[src/rtl/mult_pkg.sv]
// -----------------------------------------------------------------------------
// mult_pkg
//
// Purpose : Shared definitions for the iterative shift-add multiplier.
//           Holds the controller state encoding, the default operand width
//           and the helper that sizes the iteration counter.
//
// Contents:
//   mult_state_t        - controller states IDLE / CALC / DONE
//   MULT_DEFAULT_WIDTH  - default operand width (32)
//   mult_cnt_width()    - counter width for a given operand width,
//                         $clog2(width+1)
//   MULT_CNT_W          - counter width for the default operand width
// -----------------------------------------------------------------------------
package mult_pkg;

   typedef enum logic [1:0] {
      IDLE = 2'd0,
      CALC = 2'd1,
      DONE = 2'd2
   } mult_state_t;

   localparam int MULT_DEFAULT_WIDTH = 32;

   // The counter must be able to hold the value WIDTH itself, hence +1.
   function automatic int mult_cnt_width(input int width);
      return $clog2(width + 1);
   endfunction

   localparam int MULT_CNT_W = mult_cnt_width(MULT_DEFAULT_WIDTH);

endpackage : mult_pkg

[src/rtl/mult_abs.sv]
// -----------------------------------------------------------------------------
// mult_abs
//
// Purpose : Combinational magnitude / sign extractor for one multiplier
//           operand. In signed mode a negative operand is negated; the
//           magnitude is treated as an unsigned WIDTH-bit value, so the most
//           negative input -2^(WIDTH-1) maps cleanly onto 2^(WIDTH-1).
//
// Parameters:
//   WIDTH   - operand width
//   SIGNED  - 1: operand is two's complement, 0: operand is unsigned
//
// Ports:
//   operand    in  WIDTH  raw operand
//   magnitude  out WIDTH  |operand| (operand itself when unsigned)
//   sign       out 1      operand MSB in signed mode, 0 in unsigned mode
// -----------------------------------------------------------------------------
module mult_abs
   import mult_pkg::*;
#(
   parameter int WIDTH  = MULT_DEFAULT_WIDTH,
   parameter int SIGNED = 1
)
(
   input  logic [WIDTH-1:0] operand,
   output logic [WIDTH-1:0] magnitude,
   output logic             sign
);

   assign sign      = (SIGNED != 0) ? operand[WIDTH-1] : 1'b0;

   // Two's-complement negation; wraps the most negative value onto itself,
   // which read as unsigned is exactly the wanted magnitude.
   assign magnitude = sign ? (~operand + {{(WIDTH-1){1'b0}}, 1'b1}) : operand;

endmodule : mult_abs

[src/rtl/mult_iterative.sv]
// -----------------------------------------------------------------------------
// mult_iterative
//
// Purpose : Iterative shift-add WIDTH x WIDTH multiplier producing a full
//           2*WIDTH-bit product. Responds to a level-held mult_begin request
//           and answers with a single-cycle mult_end pulse. Operands are
//           converted to magnitudes at start, multiplied unsigned one bit per
//           clock, and the sign is re-applied on the final iteration.
//
// Parameters:
//   WIDTH   - operand width (product is 2*WIDTH bits)
//   SIGNED  - 1: two's-complement operands, 0: unsigned operands
//
// Build option:
//   MULT_EARLY_EXIT_EN - when defined, the operation finishes as soon as the
//                        remaining multiplier bits are all zero instead of
//                        always running WIDTH iterations. The product value is
//                        identical either way.
//
// Ports:
//   clk         in  1        system clock
//   reset       in  1        asynchronous, active-high reset
//   mult_begin  in  1        level request; hold high until mult_end,
//                            dropping it during CALC aborts the operation
//   mult_op1    in  WIDTH    multiplicand, sampled only at start
//   mult_op2    in  WIDTH    multiplier, sampled only at start
//   product     out 2*WIDTH  registered result, held until next completion
//   mult_end    out 1        single-cycle completion pulse
//   busy        out 1        registered, high while in CALC
// -----------------------------------------------------------------------------
module mult_iterative
   import mult_pkg::*;
#(
   parameter int WIDTH  = MULT_DEFAULT_WIDTH,
   parameter int SIGNED = 1
)
(
   input  logic                 clk,
   input  logic                 reset,
   input  logic                 mult_begin,
   input  logic [WIDTH-1:0]     mult_op1,
   input  logic [WIDTH-1:0]     mult_op2,
   output logic [2*WIDTH-1:0]   product,
   output logic                 mult_end,
   output logic                 busy
);

   localparam int CNT_W = mult_cnt_width(WIDTH);
   localparam int PW    = 2 * WIDTH;

   // ---------------------------------------------------------------------
   // Operand magnitude / sign extraction (op1 in slot 0, op2 in slot 1)
   // ---------------------------------------------------------------------
   logic [WIDTH-1:0] op_in   [2];
   logic [WIDTH-1:0] op_mag  [2];
   logic             op_sign [2];

   assign op_in[0] = mult_op1;
   assign op_in[1] = mult_op2;

   genvar gi;
   generate
      for (gi = 0; gi < 2; gi++) begin : g_abs
         mult_abs #(
            .WIDTH  (WIDTH),
            .SIGNED (SIGNED)
         ) u_abs (
            .operand   (op_in[gi]),
            .magnitude (op_mag[gi]),
            .sign      (op_sign[gi])
         );
      end
   endgenerate

   // ---------------------------------------------------------------------
   // State and datapath registers
   // ---------------------------------------------------------------------
   mult_state_t       state_reg;
   mult_state_t       state_next;

   logic [PW-1:0]     mcand_reg;    // shifted multiplicand, double width
   logic [WIDTH-1:0]  mplr_reg;     // shifted multiplier
   logic [PW-1:0]     acc_reg;      // partial-product accumulator
   logic [CNT_W-1:0]  cnt_reg;      // iterations completed so far
   logic              sign_reg;     // sign to re-apply to the result
   logic [PW-1:0]     product_reg;
   logic              mult_end_reg;
   logic              busy_reg;

   // Control strobes from the output decoder
   logic              load;         // capture operands, start CALC
   logic              step;         // perform one shift-add iteration
   logic              finish;       // this iteration is the last one

   // ---------------------------------------------------------------------
   // One shift-add iteration
   // ---------------------------------------------------------------------
   logic [PW-1:0]     addend;
   logic [PW-1:0]     acc_sum;
   logic              last_iter;

   assign addend  = mplr_reg[0] ? mcand_reg : '0;
   // Both inputs are bounded by the magnitudes, so this cannot carry out.
   assign acc_sum = acc_reg + addend;

`ifdef MULT_EARLY_EXIT_EN
   // Stop once nothing is left to add after this step; the counter limit
   // still bounds the operation for a full-width multiplier.
   assign last_iter = (cnt_reg == CNT_W'(WIDTH - 1)) ||
                      (mplr_reg[WIDTH-1:1] == '0);
`else
   assign last_iter = (cnt_reg == CNT_W'(WIDTH - 1));
`endif

   // ---------------------------------------------------------------------
   // FSM: state register
   // ---------------------------------------------------------------------
   always_ff @(posedge clk or posedge reset) begin
      if (reset) begin
         state_reg <= IDLE;
      end else begin
         state_reg <= state_next;
      end
   end

   // ---------------------------------------------------------------------
   // FSM: next-state logic
   // ---------------------------------------------------------------------
   always_comb begin
      state_next = state_reg;
      case (state_reg)
         IDLE: begin
            if (mult_begin) begin
               state_next = CALC;
            end
         end
         CALC: begin
            // Abort has priority over completion on the same edge.
            if (!mult_begin) begin
               state_next = IDLE;
            end else if (last_iter) begin
               state_next = DONE;
            end
         end
         DONE: begin
            // No automatic restart: the requester must drop mult_begin.
            if (!mult_begin) begin
               state_next = IDLE;
            end
         end
         default: begin
            state_next = IDLE;
         end
      endcase
   end

   // ---------------------------------------------------------------------
   // FSM: output / control decode
   // ---------------------------------------------------------------------
   always_comb begin
      load   = 1'b0;
      step   = 1'b0;
      finish = 1'b0;
      case (state_reg)
         IDLE: begin
            load = mult_begin;
         end
         CALC: begin
            step   = mult_begin;
            finish = mult_begin && last_iter;
         end
         default: begin
            load   = 1'b0;
            step   = 1'b0;
            finish = 1'b0;
         end
      endcase
   end

   // ---------------------------------------------------------------------
   // Datapath and registered outputs
   // ---------------------------------------------------------------------
   always_ff @(posedge clk or posedge reset) begin
      if (reset) begin
         mcand_reg    <= '0;
         mplr_reg     <= '0;
         acc_reg      <= '0;
         cnt_reg      <= '0;
         sign_reg     <= 1'b0;
         product_reg  <= '0;
         mult_end_reg <= 1'b0;
         busy_reg     <= 1'b0;
      end else begin
         mult_end_reg <= finish;
         busy_reg     <= (state_next == CALC);

         if (load) begin
            mcand_reg <= {{WIDTH{1'b0}}, op_mag[0]};
            mplr_reg  <= op_mag[1];
            sign_reg  <= op_sign[0] ^ op_sign[1];
            acc_reg   <= '0;
            cnt_reg   <= '0;
         end else if (step) begin
            acc_reg   <= acc_sum;
            mcand_reg <= {mcand_reg[PW-2:0], 1'b0};
            mplr_reg  <= {1'b0, mplr_reg[WIDTH-1:1]};
            cnt_reg   <= cnt_reg + CNT_W'(1);
         end

         // The final addend is folded in here rather than waiting one more
         // edge for the accumulator to settle.
         if (finish) begin
            product_reg <= sign_reg ? (~acc_sum + {{(PW-1){1'b0}}, 1'b1})
                                    : acc_sum;
         end
      end
   end

   assign product  = product_reg;
   assign mult_end = mult_end_reg;
   assign busy     = busy_reg;

endmodule : mult_iterative

[config.mk]
export PLATFORM = sky130hd
export DESIGN_NAME = mult_iterative
export DESIGN_NICKNAME = d
export VERILOG_FILES = /design/src/rtl/mult_pkg.sv /design/src/rtl/mult_abs.sv /design/src/rtl/mult_iterative.sv
export SDC_FILE = /design/constraint.sdc
export NUM_CORES = 1
export LEC_CHECK = 0
export CAP_MARGIN = 0
export CORE_MARGIN = 10
export CORE_UTILIZATION = 30
export CTS_CLUSTER_DIAMETER = 200
export DETAILED_ROUTE_END_ITERATION = 12
export PLACE_DENSITY_LB_ADDON = 0.25
export SKIP_LAST_GASP = 1
export SLEW_MARGIN = 15
export SYNTH_ARGS = -nofsm -noshare
export SYNTH_HDL_FRONTEND = slang
export SYNTH_SLANG_ARGS = --single-unit
[constraint.sdc]
create_clock -name clk -period 9.57 [get_ports clk]
set_input_delay 2.871 -clock clk [delete_from_list [all_inputs] [get_ports clk]]
set_output_delay 2.871 -clock clk [all_outputs]
set_load 0.03 [all_outputs]
* Word-level counts from Yosys, hierarchy flattened
Cells that the tools add are included.
** Operators by class
- Reduce and logical (&&, ||, !) cells :: 3
- Eq/ne operators :: 4
- Bitwise operators :: 4
- $add $sub $neg :: 5
- Multiplexer cells :: 20
** Operators with widths (number)
- two-way mux 64 bit :: 6
- two-way mux 32 bit :: 4
- adder 32 x 1 -> 32 bit, second input constant :: 2
- adder 64 x 1 -> 64 bit, second input constant :: 1
- adder 64 bit :: 1
- inverter 32 bit :: 2
- inverter 64 bit :: 1
- two-way mux 6 bit :: 2
- two-way mux 2 bit :: 4
- adder 6 x 1 -> 6 bit, second input constant :: 1
- equality test 6 x 5 -> 1 bit, second input constant :: 1
- case mux 2 bit (3 select lines) :: 1
- equality test 2 x 1 -> 1 bit, second input constant :: 2
- two-way mux 1 bit :: 3
- equality test 2 bit, second input constant :: 1
- zero test 2 bit :: 1
- nonzero test 2 bit :: 1
- logical AND 1 bit :: 1
- XOR 1 bit :: 1
** Word-level totals
- Register bits after elaboration :: 235
- Bits of input ports :: 67
- Logic and storage cells :: 45
- Output and inout bits :: 66

* Logic depth before layout (Yosys ltp)
Gate-level depths: netlist of run 1.
- Depth after elaboration :: 5
- Depth in mapped cells :: 19
- Gate-level depth less buffers :: 16

* Cells and area by module
A second synthesis of run 1 with hierarchy kept.
** Second synthesis, totals
- Cell total of the unflattened synthesis :: 2082
- Area total of the unflattened synthesis :: 17355.4 µm²
** By module, submodules not included
- mult_iterative :: cells each 1876, times used 1, area an instance 15786.4 µm², seq. area each 5880.6 µm²
- mult_abs :: cells each 103, times used 2, area an instance 784.5 µm², seq. area each 0.0 µm²

* Worst setup path after synthesis of run 1
OpenSTA, ideal clock, no wires.
- Kind :: input port to flip-flop
- Start :: in mult_op2[8]
- End :: reg mplr_reg[29]
- Required time :: 9441 ps
- Arrival :: 5928 ps
- Setup time :: 129 ps
- Path buffers :: 0
- Stages on the path :: 11
- Path slack :: 3513 ps
- Path through :: or4_1 or4_1 or3_1 or3_1 or3_1 or3_1 o31ai_1 xor2_1 nor2_1 a21oi_1 o21ai_1
** Between the ends
- Longest elaborated chain between the ends :: 4
** RTL lines
- from (decl) :: line mult_iterative.sv:42 : input logic [WIDTH-1:0] mult_op2,
- inverter 32 bit :: line mult_abs.sv:34 : assign magnitude = sign ? (~operand + {{(WIDTH-1){1'b0}}, 1'b1}) : operand;
- adder 32 x 1 -> 32 bit :: line mult_abs.sv:34
- two-way mux 32 bit :: line mult_abs.sv:34
- two-way mux 32 bit :: line mult_iterative.sv:197 : if (load) begin
- to (signal assigned) :: line mult_iterative.sv:199 : mplr_reg <= op_mag[1];
- to (signal assigned) :: line mult_iterative.sv:206 : mplr_reg <= {1'b0, mplr_reg[WIDTH-1:1]};
- to (decl) :: line mult_iterative.sv:82 : logic [WIDTH-1:0] mplr_reg;
Every way passes these cells.
A chain may end at the register's enable or synchronous reset.

* Worst setup path in the final report of run 1
- Start :: in mult_op2[6]
- End :: reg mplr_reg[29]
The elaborated chain is that of the path after synthesis.

==> results of run 1 <==
==> per-stage QoR <==
| stage | hold slack [ns] | utilization, % | power [mW] | instance area (sq um) | cells |
|---|---|---|---|---|---|
| after floorplan | 0.439 | - | 1.58 | 17500 | 2213 |
| after global placement | 0.450 | 33.5 | 1.75 | 19400 | 2983 |
| after detailed placement | 0.463 | 33.5 | 1.76 | 19400 | 2983 |
| after CTS | 0.476 | 35.2 | 2.92 | 20400 | 3035 |
| after global routing | 0.505 | 35.2 | 3.05 | 20400 | 3037 |
| final | 0.466 | 35.3 | 2.89 | 20400 | 3040 |
==> power groups by stage <==
stage          Clock, mW  Combinational (mW)  Sequential (mW)
2_1_floorplan          0               0.485             1.09
3_3_place_gp           0               0.640             1.11
3_5_place_dp           0               0.649             1.11
4_1_cts             1.18               0.652             1.09
5_1_grt             1.22               0.728             1.10
6_report            1.14               0.650             1.09
==> kinds of logic (layout without fill, tap and decap cells) <==
group / count (synthesis) / after routing / synth area share, %
and+or+nand+nor: 887 / 887 / 24.4
AOI/OAI and AO/OA: 691 / 691 / 25.0
DFF: 235 / 235 / 33.5
buffers and inverters: 172 / 229 / 4.06
xor gates and xnor gates: 149 / 149 / 7.49
adders and majority gates: 68 / 68 / 4.90
muxes: 11 / 11 / 0.649
other: 0 / 5 / 0
==> critical path: cells and delay by family <==
kind / cells / cell delay (ns)
compound gates: 3 / 0.46
xor+xnor: 1 / 0.17
buf+inv: 1 / 0.48
simple gates: 7 / 2.58
==> per-layer routing <==
metal  part of all wire, %  up-vias  GRT usage [%]
li1                      -     8069              -
met1                    49     7899           23.4
met2                    43      422           25.0
met3                   6.1       69           2.53
met4                   2.2        2           4.33
met5                 0.023        -              0
==> cells in the final DEF (no fill, tap or decap), types with 10 or more instances in the layout <==
master,Yosys,routed
nand2_1,362,361
o21ai_0,244,244
dfrtp_1,235,234
nor2_1,165,165
a21oi_1,159,159
clkdlybuf4s50_1,0,132
xor2_1,101,101
and2_1,75,75
nand3_1,67,67
ha_1,67,67
xnor2_1,47,47
a22o_1,44,44
nand4_1,43,43
o31ai_1,35,35
a21o_1,32,32
or3_1,32,32
nor3_1,31,31
clkbuf_16,0,31
inv_1,27,26
o21ai_1,21,21
o41ai_1,18,18
nand2b_1,18,17
buf_4,4,17
a211oi_1,15,15
o211ai_1,13,13
and3_1,12,12
or4_1,11,11
and4_1,11,11
nor4_1,11,11
a211o_1,10,10
nor2b_1,11,10
==> layout make-up <==
cell class                 count  area share [%]
inverter                      27           0.534
timing repair buffer         150            7.21
clock inverter                10           0.565
antenna                        5          0.0614
multi-input combinational   1806            53.8
tap                          765            4.70
clock buffer                  42            4.25
sequential                   235            28.9
==> worst max path at each step <==
stage	slack, ns	depth (start not counted)	end
after detailed placement	2.83	12	mplr_reg[29]
final	3.44	12	mplr_reg[29]
after floorplan	0.25	1	acc_reg[0]
after CTS	3.45	12	mplr_reg[29]
after global placement	2.83	12	mplr_reg[29]
after global routing	3.23	16	product[63]
==> key figures, run 1 <==
Status
  • Status: finished, final reports clean

Logic synthesis
  • Yosys reg bits: 235
  • Sequential share of the synthesized area: 33.5%
  • Biggest area consumer among synthesized cells: dfrtp_1
  • Most frequent cell after synthesis: nand2_1
  • Syn Nets: 2348
  • Area fraction of the dominant cell type after synthesis: 33.5%
  • Synth top area cells: dfrtp_1, nand2_1, o21ai_0
  • Distinct cells, synth: 96
  • Post-synth EDFFs: 0
  • Area of the mapped netlist: 17500 sq um
  • Syn avg cell area: 7.92 sq um
  • Top cells by count, synth: nand2_1, o21ai_0, dfrtp_1, nor2_1, a21oi_1
  • Mapped Cells: 2213
  • Ys flop type: dfrtp_1
  • Fraction of registers with async set/reset: 100%
  • Synth warn: 0

Setup path
  • Worst path cell trace: clkdlybuf4s50_1 -> or4_1 -> or4_1 -> or3_1 -> or3_1 -> or3_1 -> or3_1 -> o31ai_1 -> xor2_1 -> nor2_1 -> a21oi_1 -> o21ai_1
  • Worst R2R Setup Slack: 3.70 ns
  • Slowest-stage cell, CP: or4_1
  • Crit path arrival time: 6.57 ns
  • Worst r2r dst: product[53]
  • Setup crit start kind: input port
  • Worst setup EP type: register
  • Crit-path max cell delay: 0.56 ns
  • CP Max Fanout: 5
  • CP Data Required Time: 10.01 ns
  • Most common cell on crit path: or3_1
  • Reg2Reg Depth: 17
  • RR Startpoint: mplr_reg[0]
  • Worst Setup Path Type: in2reg
  • Crit path from: mult_op2[6]

Placed design
  • Routability cong.: 0.939
  • DP HPWL: 43900 um
  • Port bufs: 132
  • Pre-CTS setup slack: 2.83 ns

Finish
  • Layout cells sized above 1: 5.24%
  • Relative area change from synthesis to final layout: 16.2%
  • Area occupied by multi-input gates: 11000 sq um
  • # fillers: 6063
  • Storage cell area: 5880 sq um
  • Fin nets: 2385

Global routing
  • Initial antenna violation count: 6
  • Largest net degree at the start of global routing: 151
  • Vias in the first global route: 15800
  • Global route overflow: 0
  • GRT Util Overall: 16.3%
  • First-pass GRT wire length: 90000 um

Power and ir drop
  • Leak: 8.81 nW
  • NetSw: 0.922 mW
  • Combinational share of power: 22.5%
  • VDD IR max: 0.138 mV
  • Sw frac: 31.9%
  • Pint: 1.96 mW
  • Reg power frac: 37.9%
  • Clock power share: 39.6%
  • Power Density: 142 nW/um^2

STA
  • Worst Setup Slack, final: 3.44 ns
  • Final setup fails: 0
  • RSZ-0062 raised after global routing: false
  • Final period util: 64.1%
  • Slew headroom: 23.4%
  • Slew Limit Fails: 0
  • Max Fclk: 0.163 GHz
  • Final setup TNS: 0 ns
  • Slew @ Worst Pin: 1.15 ns
  • Clock skew: 0.0226 ns
  • Fin. Hold Viols: 0
  • Minimum clock period: 6.13 ns

Clock tree
  • Longest Clk Path Bufs: 3
  • Htree depth: 1
  • Cts hold-fix bufs: 0
  • # resized after CTS: 0
  • Worst-path clk slew: 0.06 ns
  • Clk sink count: 235
  • Root buf cell: clkbuf_16
  • CTS tree: yes
  • Clock latency on the worst-skew pair: 0.59 ns
  • Post-CTS Repair Setup Buffers: 0
  • CTS Buf Count: 30

Worst hold path
  • Hold Crit Class: reg2reg
  • Hold endpoint: product[13]
  • WHS Path Cells: 2
  • Hold Crit Start: product[13]

Floorplanning
  • Row cnt: 88
  • Die area: 68500 sq um
  • Starting Density: 30.3%
  • Num ports: 133
  • Die width: 262 um
  • Die Y: 262 um
  • Core area: 57800 sq um

Detailed routing
  • TritonRoute pass-1 iters: 5
  • Routed len/inst: 18.8 um
  • Final antenna-violating net count: 0
  • Drt total wl: 57200 um
  • Overall via count from detail_route: 16500
  • Starting DRT DRC Count: 1371
  • Vias per Instance: 5.41
  • # DRC: 0

Run
  • Max-cap violations: 0
(Power assumes the default switching activity.)
==> inputs of run 2 (changes only) <==
==> constraint.sdc (replaced) <==
create_clock -name clk -period 6.1 [get_ports clk]
set_input_delay 1.83 -clock clk [delete_from_list [all_inputs] [get_ports clk]]
set_output_delay 1.83 -clock clk [all_outputs]
set_load 0.03 [all_outputs]
==> run 2 against run 1 <==
Hold slack better by 0.0024 ns. First-iteration DRC count down 17%. Setup slack worse by 2.8 ns. Largest cell class unchanged. Highest routed layer unchanged.
==> key figures, run 2 (synthesis gave the netlist of run 1 again) <==
Status
  • Status: finished, final reports clean (unchanged)

Clock tree
  • Post-CTS Repair Setup Buffers: 0 (unchanged)
  • CTS tree: yes (unchanged)
  • Htree depth: 1 (unchanged)
  • Worst-path clk slew: 0.06 ns (about the same)
  • Root buf cell: clkbuf_16 (unchanged)
  • Clk sink count: 235 (unchanged)
  • Clock latency on the worst-skew pair: 0.59 ns (about the same)
  • # resized after CTS: 0 (unchanged)
  • CTS Buf Count: 28 (was 30)
  • Cts hold-fix bufs: 0 (unchanged)
  • Longest Clk Path Bufs: 3 (unchanged)

Placed design
  • DP HPWL: 44700 um (was 43900 um)
  • Routability cong.: 0.944 (was 0.939)
  • Port bufs: 132 (unchanged)
  • Pre-CTS setup slack: 0.383 ns (was 2.83 ns)

Detailed routing
  • # DRC: 0 (unchanged)
  • M1 WL: 27700 um (was 28000 um)
  • Routed len/inst: 18.8 um (about the same)
  • Uppermost layer routed: met5 (unchanged)
  • Final antenna-violating net count: 0 (unchanged)
  • Metal2 WL: 24800 um (was 24400 um)
  • Drt total wl: 57500 um (was 57200 um)
  • Met3 WL post-DR: 3830 um (was 3500 um)
  • Vias per Instance: 5.41 (about the same)
  • Starting DRT DRC Count: 1135 (was 1371)
  • TritonRoute pass-1 iters: 7 (was 5)
  • Overall via count from detail_route: 16500 (about the same)

STA
  • Slew headroom: 27.5% (was 23.4%)
  • Clock skew: 0.0346 ns (was 0.0226 ns)
  • Final setup fails: 0 (unchanged)
  • Final setup TNS: 0 ns (unchanged)
  • Slew Limit Fails: 0 (unchanged)
  • Minimum clock period: 5.45 ns
  • Slew @ Worst Pin: 1.09 ns (was 1.15 ns)
  • Final period util: 89.3%
  • Fin. Hold Viols: 0 (unchanged)
  • RSZ-0062 raised after global routing: false (unchanged)
  • Worst Setup Slack, final: 0.654 ns (was 3.44 ns)
  • Max Fclk: 0.184 GHz

Setup path
  • Worst r2r dst: product[53] (unchanged)
  • CP Max Fanout: 13 (was 5)
  • RR Startpoint: mplr_reg[0] (unchanged)
  • Worst Setup Path Type: reg2reg (was in2reg)
  • CP Data Required Time: 6.51 ns (was 10.01 ns)
  • Reg2Reg Depth: 16 (was 17)
  • Setup crit start kind: register (was input port)
  • Setup crit end: product[53] (was mplr_reg[29])
  • Worst setup EP type: register (unchanged)
  • Crit path from: mplr_reg[0] (was mult_op2[6])
  • Crit path arrival time: 5.85 ns (was 6.57 ns)
  • Worst R2R Setup Slack: 0.65 ns (was 3.70 ns)

Floorplanning
  • Die Y: 262 um (unchanged)
  • Die width: 262 um (unchanged)
  • Die area: 68500 sq um (unchanged)
  • Row cnt: 88 (unchanged)
  • Starting Density: 30.3% (unchanged)
  • Core area: 57800 sq um (unchanged)
  • Num ports: 133 (unchanged)

Worst hold path
  • WHS Path Cells: 2 (unchanged)
  • Hold Crit Class: reg2reg (unchanged)

Finish
  • Commonest cells after routing, fill and taps aside: nand2_1, o21ai_0, dfrtp_1 (unchanged)
  • Layout cells sized above 1: 5.78% (was 5.24%)
  • Relative area change from synthesis to final layout: 16.8% (was 16.2%)
  • Fin nets: 2398 (was 2385)
  • Commonest non-fill, non-tap cell in the layout: nand2_1 (unchanged)

Global routing
  • Vias in the first global route: 15800 (about the same)
  • Initial antenna violation count: 7 (was 6)
  • First-pass GRT wire length: 90600 um (was 90000 um)
  • Largest net degree at the start of global routing: 128 (was 151)
  • Global route overflow: 0 (unchanged)
  • GRT Util Overall: 16.3% (about the same)

Power and ir drop
  • VDD IR max: 0.186 mV (was 0.138 mV)
  • Leak: 8.88 nW (was 8.81 nW)
  • Power Density: 220 nW/um^2 (was 142 nW/um^2)

Run
  • Max-cap violations: 0 (unchanged)
==> run 2: cell count changes in the layout (fill, tap and decap cells not counted), sizes merged <==
| cell | before | now |
|---|---|---|
| buf | 18 | 33 |
| bufinv | 2 | 3 |
| diode | 5 | 6 |
| clkbuf | 42 | 41 |
| clkinvlp | 3 | 1 |
| inv | 28 | 27 |
==> run 2: through the flow <==
step                util [%]  cells  total power, mW  hold slack (ns)  area [sq um]
global placement        33.7   2998             2.75            0.455         19500
CTS                     35.4   3047             4.57            0.474         20500
global route            35.4   3051             4.76            0.495         20500
finish                  35.4   3053             4.51            0.469         20500
floorplan                  -   2213             2.48            0.439         17500
detailed placement      33.7   2998             2.77            0.461         19500
==> run 2: area by class of cell <==
class	instances	area (sq um)
clock inverters	8	123
diodes	6	15.0
multi-input cells	1806	11000
fillers	6055	37300
inverters	27	105
flip-flops and latches	235	5880
well taps	765	957
repair buffers	165	1590
clock buffers	41	841
==> run 2: power breakdown <==
| part | switching (mW) | total, mW | internal, mW |
|---|---|---|---|
| registers | 0.0766 | 1.72 | 1.65 |
| logic | 0.647 | 1.02 | 0.372 |
| clock network | 0.696 | 1.77 | 1.07 |
==> run 2: worst min path at each step <==
stage | from | end | slack (ns)
2_1_floorplan | mcand_reg[63] | mcand_reg[63] | 0.44
6_report | product[13] | product[13] | 0.47
3_3_place_gp | product[13] | product[13] | 0.46
4_1_cts | product[13] | product[13] | 0.47
3_5_place_dp | product[13] | product[13] | 0.46
5_1_grt | mplr_reg[24] | mplr_reg[24] | 0.49
==> run 2: critical path, cell delays in order, from the launching register on <==
cell and delay, ns:
dfrtp_1 0.48, and2_1 0.18, ha_1 0.20, inv_1 0.07, fa_1 0.46, nand2b_1 0.23
a211oi_2 0.39, o21ai_1 0.25, a21oi_1 0.43, xor2_1 0.31, or4_4 0.57, nor4_4 0.39
nand4_2 0.22, or4_4 0.57, o31ai_2 0.26, xor2_1 0.16, o21ai_1 0.07
==> run 2: per-layer routing <==
metal | global-route usage, % | vias up
met4 | 4.14 | 2
met1 | 23.0 | 7873
met3 | 2.92 | 69
met2 | 25.2 | 501
met5 | 0 | -
li1 | - | 8059
